File: config.mk
export PLATFORM = sky130hd
export DESIGN_NAME = noc_axi_master_bridge
export DESIGN_NICKNAME = d
export VERILOG_FILES = /design/src/rtl/noc_axi_master_bridge.sv
export SDC_FILE = /design/constraint.sdc
export NUM_CORES = 1
export LEC_CHECK = 0
export ABC_AREA = 1
export CORE_ASPECT_RATIO = 1.1
export CORE_MARGIN = 1
export CORE_UTILIZATION = 48
export CTS_BUF_LIST = sky130_fd_sc_hd__clkbuf_4 sky130_fd_sc_hd__clkbuf_8
export CTS_CLUSTER_SIZE = 24
export DETAILED_ROUTE_END_ITERATION = 10
export PLACE_DENSITY = 0.89
export SLEW_MARGIN = 20
export SYNTH_ARGS = -nofsm -noshare
export SYNTH_HDL_FRONTEND = slang
export SYNTH_SLANG_ARGS = --single-unit
File: constraint.sdc
create_clock -name clk -period 4.4 [get_ports clk]
set_input_delay 1.1 -clock clk [delete_from_list [all_inputs] [get_ports clk]]
set_output_delay 1.1 -clock clk [all_outputs]
set_load 0.01 [all_outputs]
File: src/rtl/noc_axi_master_bridge.sv
// noc_axi_master_bridge: NoC request endpoint that replays each request
// as one AXI-light master transaction and returns a response packet.
module noc_axi_master_bridge #(
    parameter int ID = 0
) (
    input  logic        clk,
    input  logic        res,
    input  logic        in_valid,
    output logic        in_ready,
    input  logic [31:0] in_flit,
    output logic        out_valid,
    input  logic        out_ready,
    output logic [31:0] out_flit,
    output logic        m_awvalid,
    input  logic        m_awready,
    output logic [31:0] m_awaddr,
    output logic        m_wvalid,
    input  logic        m_wready,
    output logic [31:0] m_wdata,
    output logic [3:0]  m_wstrb,
    input  logic        m_bvalid,
    output logic        m_bready,
    input  logic [1:0]  m_bresp,
    output logic        m_arvalid,
    input  logic        m_arready,
    output logic [31:0] m_araddr,
    input  logic        m_rvalid,
    output logic        m_rready,
    input  logic [31:0] m_rdata,
    input  logic [1:0]  m_rresp
);

    localparam logic [7:0] NODE   = 8'(ID);
    localparam logic [7:0] T_RD   = 8'h01;
    localparam logic [7:0] T_WR   = 8'h02;
    localparam logic [7:0] T_RRSP = 8'h81;
    localparam logic [7:0] T_WACK = 8'h82;

    typedef enum logic [3:0] {
        IDLE, ADDR, DATA, WR, B, AR, R, RSP_HDR, RSP_DATA, DROP
    } state_t;

    state_t      state;
    state_t      state_d;
    logic [7:0]  src_q;
    logic        wr_q;
    logic [3:0]  strb_q;
    logic [31:0] addr_q;
    logic [31:0] wdata_q;
    logic [31:0] rdata_q;
    logic [1:0]  resp_q;
    logic [1:0]  drop_q;
    logic        aw_done;
    logic        w_done;

    logic [7:0]  hdr_type;
    logic        in_fire;
    logic        aw_fire;
    logic        w_fire;
    logic        is_req;
    logic        for_us;

    assign hdr_type = in_flit[15:8];
    assign is_req   = (hdr_type == T_RD) || (hdr_type == T_WR);
    assign for_us   = in_flit[31:24] == NODE;

    assign in_ready = !res && (state inside {IDLE, ADDR, DATA, DROP});
    assign in_fire  = in_valid && in_ready;

    // AXI valids depend only on registered state, never on readies
    assign m_awvalid = (state == WR) && !aw_done;
    assign m_wvalid  = (state == WR) && !w_done;
    assign m_bready  = state == B;
    assign m_arvalid = state == AR;
    assign m_rready  = state == R;
    assign aw_fire   = m_awvalid && m_awready;
    assign w_fire    = m_wvalid && m_wready;

    assign m_awaddr = addr_q;
    assign m_araddr = addr_q;
    assign m_wdata  = wdata_q;
    assign m_wstrb  = strb_q;

    assign out_valid = state inside {RSP_HDR, RSP_DATA};

    always_comb begin
        out_flit = '0;
        if (state == RSP_HDR)
            out_flit = {src_q, NODE, wr_q ? T_WACK : T_RRSP, 6'b0, resp_q};
        else if (state == RSP_DATA)
            out_flit = rdata_q;
    end

    always_ff @(posedge clk) begin
        if (res) state <= IDLE;
        else     state <= state_d;
    end

    always_comb begin
        state_d = state;
        unique case (state)
            IDLE: begin
                if (in_fire && is_req)
                    state_d = for_us ? ADDR : DROP;
            end
            ADDR: begin
                if (in_fire) state_d = wr_q ? DATA : AR;
            end
            DATA: begin
                if (in_fire) state_d = WR;
            end
            WR: begin
                if ((aw_done || aw_fire) && (w_done || w_fire))
                    state_d = B;
            end
            B: begin
                if (m_bvalid) state_d = RSP_HDR;
            end
            AR: begin
                if (m_arready) state_d = R;
            end
            R: begin
                if (m_rvalid) state_d = RSP_HDR;
            end
            RSP_HDR: begin
                if (out_ready) state_d = wr_q ? IDLE : RSP_DATA;
            end
            RSP_DATA: begin
                if (out_ready) state_d = IDLE;
            end
            DROP: begin
                if (in_fire && drop_q == 2'd1) state_d = IDLE;
            end
            default: state_d = IDLE;
        endcase
    end

    always_ff @(posedge clk) begin
        if (res) begin
            src_q   <= '0;
            wr_q    <= 1'b0;
            strb_q  <= '0;
            addr_q  <= '0;
            wdata_q <= '0;
            rdata_q <= '0;
            resp_q  <= '0;
            drop_q  <= '0;
            aw_done <= 1'b0;
            w_done  <= 1'b0;
        end else begin
            if (state == IDLE && in_fire && is_req) begin
                drop_q <= (hdr_type == T_WR) ? 2'd2 : 2'd1;
                if (for_us) begin
                    src_q  <= in_flit[23:16];
                    wr_q   <= hdr_type == T_WR;
                    strb_q <= (hdr_type == T_WR) ? in_flit[3:0] : 4'h0;
                end
            end
            if (state == ADDR && in_fire)
                addr_q <= in_flit;
            if (state == DATA && in_fire) begin
                wdata_q <= in_flit;
                aw_done <= 1'b0;
                w_done  <= 1'b0;
            end
            if (state == WR) begin
                if (aw_fire) aw_done <= 1'b1;
                if (w_fire)  w_done  <= 1'b1;
            end
            if (state == DROP && in_fire)
                drop_q <= drop_q - 2'd1;
            if (state == B && m_bvalid)
                resp_q <= m_bresp;
            if (state == R && m_rvalid) begin
                rdata_q <= m_rdata;
                resp_q  <= m_rresp;
            end
        end
    end

endmodule

* Word level (Yosys, flattened, before mapping)
Index checks and enable logic that the tools add are counted.
Operators by class: add/sub/neg operators 1, reduce and logical (&&, ||, !) cells 30, multiplexer cells 29, equality and inequality tests 22
Operators by type and width (count):
- $mux 32 | 2
- $mux 4 | 13
- $pmux 4 s10 | 1
- $eq 4x3->1 const B | 4
- $logic_and 1x1->1 | 16
- $ne 2x2->1 const B | 8
- $mux 2 | 6
- $reduce_and 10->1 | 1
- $eq 4x2->1 const B | 2
- $eq 4x4->1 const B | 2
- $eq 8x1->1 const B | 1
- $eq 8x2->1 const B | 1
- $logic_not 8->1 | 1
- $mux 1 | 6
- $reduce_bool 2->1 | 3
- $eq 4x1->1 const B | 1
- $logic_not 4->1 | 1
- $ne 2x1->1 const B | 2
- $reduce_bool 4->1 | 1
- $logic_not 1->1 | 3
- $logic_or 1x1->1 | 3
- $mux 3 | 1
- $eq 2x1->1 const B | 1
- $reduce_and 2->1 | 1
- $sub 2x1->2 const B | 1
Word-level totals: bits in registers 119, output and inout port bits 139, word-level logic and storage cells 93, input bits 77

* Depth between registers and ports, before layout
depth after elaboration 8, depth in mapped cells 13, depth with buffers taken out 13

* Least setup slack after synthesis
OpenSTA, ideal clock, no wires.
kind input to output, start in res, end out in_ready, path slack 1.579 ns, path buffers 2, arrival 1.721 ns, data required time 3.300 ns, cell stages on the path 3, cells stage by stage clkbuf_1 -> clkbuf_1 -> a21oi_1
On the way: longest elaborated chain between the ends 2
Ends and longest elaborated chain:
- from (decl) | line 7 | input logic res,
- $logic_not 1->1 | line 67 | assign in_ready = !res && (state inside {IDLE, ADDR, DATA, DROP});
- $logic_and 1x1->1 | line 67
- to (decl) | line 9 | output logic in_ready,
No other way between the ends.

* Worst setup path in the final report
start reg state[2], end out out_flit[8]
On the way: longest elaborated chain between the ends 3, elaborated cells between the ends (all ways) 4, those cells by class eq/ne (2); mux (2)
Ends and longest elaborated chain:
- from (decl) | line 43 | state_t state;
- from (signal assigned) | line 96 | else state <= state_d;
- $eq 4x4->1 | line 90 | else if (state == RSP_DATA)
- $mux 32 | line 90
- $mux 32 * | line 88 | if (state == RSP_HDR)
- to (decl) | line 13 | output logic [31:0] out_flit,
Mark *: on every way between the ends. The rest lies on a longest branch, timed or not.

==> results.md <==
* CP endpoint kind: output pin
* CP cell instances: inv_1 > nor2_2 > inv_2 > nor2_1 > inv_1 > o22ai_1 > clkdlybuf4s50_1
* Tot Pwr at 2.78 mW
* CTS tree: done
* Final Hold Viols at 0
* Clk Latency, worst-skew pair at 0.43 ns
* Critical Path Max Stage Delay at 0.63 ns
* Worst vdd ir at 0.000224 V
* First-pass DRT Iterations at 5
* Skew final at 0.00761 ns
* Layout area overhead at 45.2%
* Slew @ Worst Pin at 1.01 ns
* Reg2Reg Capture Point: m_wdata[12]
* Worst Path Buf+Inv at 4
* Crit-path most repeated cell: inv_1
* Post-CTS setup buffers at 0
* Most common library cells after synthesis: 150 x nand2_1, 119 x dfxtp_1, 115 x a21oi_1, 55 x inv_1, 53 x nor2_1
* Avg Cell Area, Syn at 7.29 sq um
* Die height at 110 microns
* Clock slew at reported path FFs at 0.06 ns
* Pin count of the biggest net entering global routing at 78
* Final min period at 3.86 ns
* Register area share after synthesis at 0.465
* Delay-heaviest family, CP: buffers and inverters
* Die footprint at 11100 sq um
* Worst R2R Setup Slack at 1.47 ns
* Pwr dens at 374 nW/um^2
* I/O Buffers at 215
* Via count at 5162
* FF+latch count, synth at 119
* Worst-path fanout max at 12
* Post-Syn Nets at 781
* Outcome: finished, final reports clean
* RSZ-0062 raised after global routing: false
* Critical setup path kind: reg -> out
* Gr usage total at 0.266
* CP Launch Type: flop
* Final setup TNS at 0 ns
* Post-cts sizing count at 0
* Pre-CTS setup slack at 0.725 ns
* Required @ worst endpoint at 3.30 ns
* Max_slew headroom at 0.327
* Fraction of layout cells with a size suffix above 1 at 0.0637
* Post-synth top area share at 0.465
* Clock buffer depth at 2
* Crit-path slowest cell: nor2_1
* Row cnt at 39
* Vias per cell at 5.05
* DIE WIDTH at 101 microns
* Netlist Area Pre-Place at 5130 sq um
* Netlist cell types at 32
* Routed WL per cell at 14.5 microns
* Clock Sinks at 119
* First DRT Iteration DRCs at 265
* P_leak at 2.62 nW
* CP startpoint: state[2]
* Yosys top cell by area: dfxtp_1
* Ys flop type: dfxtp_1
* EDFF count, synth at 0
* Cell count after synthesis at 703
* HP Class: reg -> reg
* Hpwl dp at 10300 microns
* Final WS setup at 0.537 ns
* Vias in the first global route at 4825
* Initial Util at 0.493
* IO Pins at 216
* Reg2Reg Depth at 9
* Worst setup path endpoint: out_flit[8]
* Max-cap violations at 0
* Top post-synthesis cells by area: dfxtp_1 46%, a21oi_1 11%, nand2_1 11%
* # setup viols final at 0
* H-tree depth at 4
* Final period utilization at 0.878
* Final wirelength at 14800 microns
* FILL cells at 868
* Final nets at 944
* Share of flip-flops with an asynchronous set or reset at 0
* Reg-to-reg startpoint: state[3]
* Initial antenna violation count at 0
* Antenna-violating nets left at 0
* Root Buffer: clkbuf_8
* Total CTS buffers at 17
* Pins Over Slew Limit at 0
* DRC errors left at 0
* Core area at 10400 sq um
* N_diodes at 0
* Most frequent cell after synthesis: nand2_1
* First-pass GRT wire length at 22800 microns
* WP data arrival at 2.76 ns
* Yosys Warn Count at 0
* FMAX at 0.259 GHz
* Instance count on the critical path at 7
* RD Place Congestion at 0.838
* CTS Hold Bufs at 0
* GR Overflow Total at 0
* Final hold slack at 0.450 ns
[layer usage]
metal / GRT usage / vias up / part of all wire
met3: 0.0946 / 21 / 0.10
met4: 0.0952 / 0 / 0.017
met2: 0.448 / 217 / 0.47
met1: 0.315 / 2348 / 0.41
li1: - / 2576 / -
met5: 0 / - / 0
[worst min path at each step]
| stage | from | to | cells after the start |
|---|---|---|---|
| 2_1_floorplan | rdata_q[0] | rdata_q[0] | 2 |
| 6_report | rdata_q[28] | rdata_q[28] | 2 |
| 3_3_place_gp | rdata_q[26] | rdata_q[26] | 2 |
| 3_5_place_dp | rdata_q[26] | rdata_q[26] | 2 |
| 4_1_cts | rdata_q[28] | rdata_q[28] | 2 |
| 5_1_grt | rdata_q[24] | rdata_q[24] | 2 |
[state kept, by name (all words and copies together) (netlist names), 2 cells and up]
register and count:
drop_q 2, resp_q 2, src_q 8, state 4, m_wdata 32, rdata_q 32
m_araddr 32, m_wstrb 4
[kinds of logic after synthesis]
kind of cell,synth area share
AO/OA/AOI/OAI,0.172
buffers and inverters,0.133
AND/OR/NAND/NOR,0.228
adder cells (fa/ha/maj),0.00244
flip-flops,0.465
[cells in the final DEF, fill, tap and decap left out, types with 2 or more instances in the layout]
cell type	netlist	layout
nand2_1	150	149
dfxtp_1	119	119
o21ai_0	49	49
clkinvlp_4	0	2
nand3_1	45	45
clkbuf_8	0	21
inv_2	5	5
nor2_2	4	5
bufinv_16	0	2
buf_4	34	4
inv_1	55	55
nand2_2	2	3
a21oi_1	115	115
o21bai_1	2	2
nand4_1	5	5
clkinv_2	1	5
nor3_1	6	6
nor4_1	3	3
nor2_1	53	52
clkdlybuf4s50_1	0	214
clkbuf_4	0	3
o211ai_1	2	2
[stage by stage]
stage | utilization | instances | instance area, sq um
floorplan | - | 703 | 5130
global placement | 0.677 | 990 | 7030
detailed placement | 0.677 | 990 | 7030
CTS | 0.716 | 1022 | 7440
global route | 0.716 | 1022 | 7440
finish | 0.716 | 1022 | 7440
[worst register-to-register path, delay by kind of cell, from the launching register on]
kind                   cells  cell delay, ns
and+or+nand+nor            5            1.18
DFF                        1            0.36
buffers and inverters      2            1.00
AOI/OAI and AO/OA          2            0.30
[power breakdown]
part	internal [mW]	total [mW]	switching (mW)
clock network	0.578	1.00	0.423
registers	1.13	1.17	0.0388
logic	0.249	0.613	0.363
total	1.96	2.78	0.825
[area by class of cell]
class	instances	area, sq um	area share
clock buffers	24	312	0.0419
clock inverters	8	95.1	0.0128
inverters	61	230	0.0309
multi-input cells	448	2070	0.278
flip-flops and latches	119	2380	0.320
well taps	143	179	0.0240
repair buffers	219	2180	0.293
Note: power is estimated with default switching activity, not from simulation.
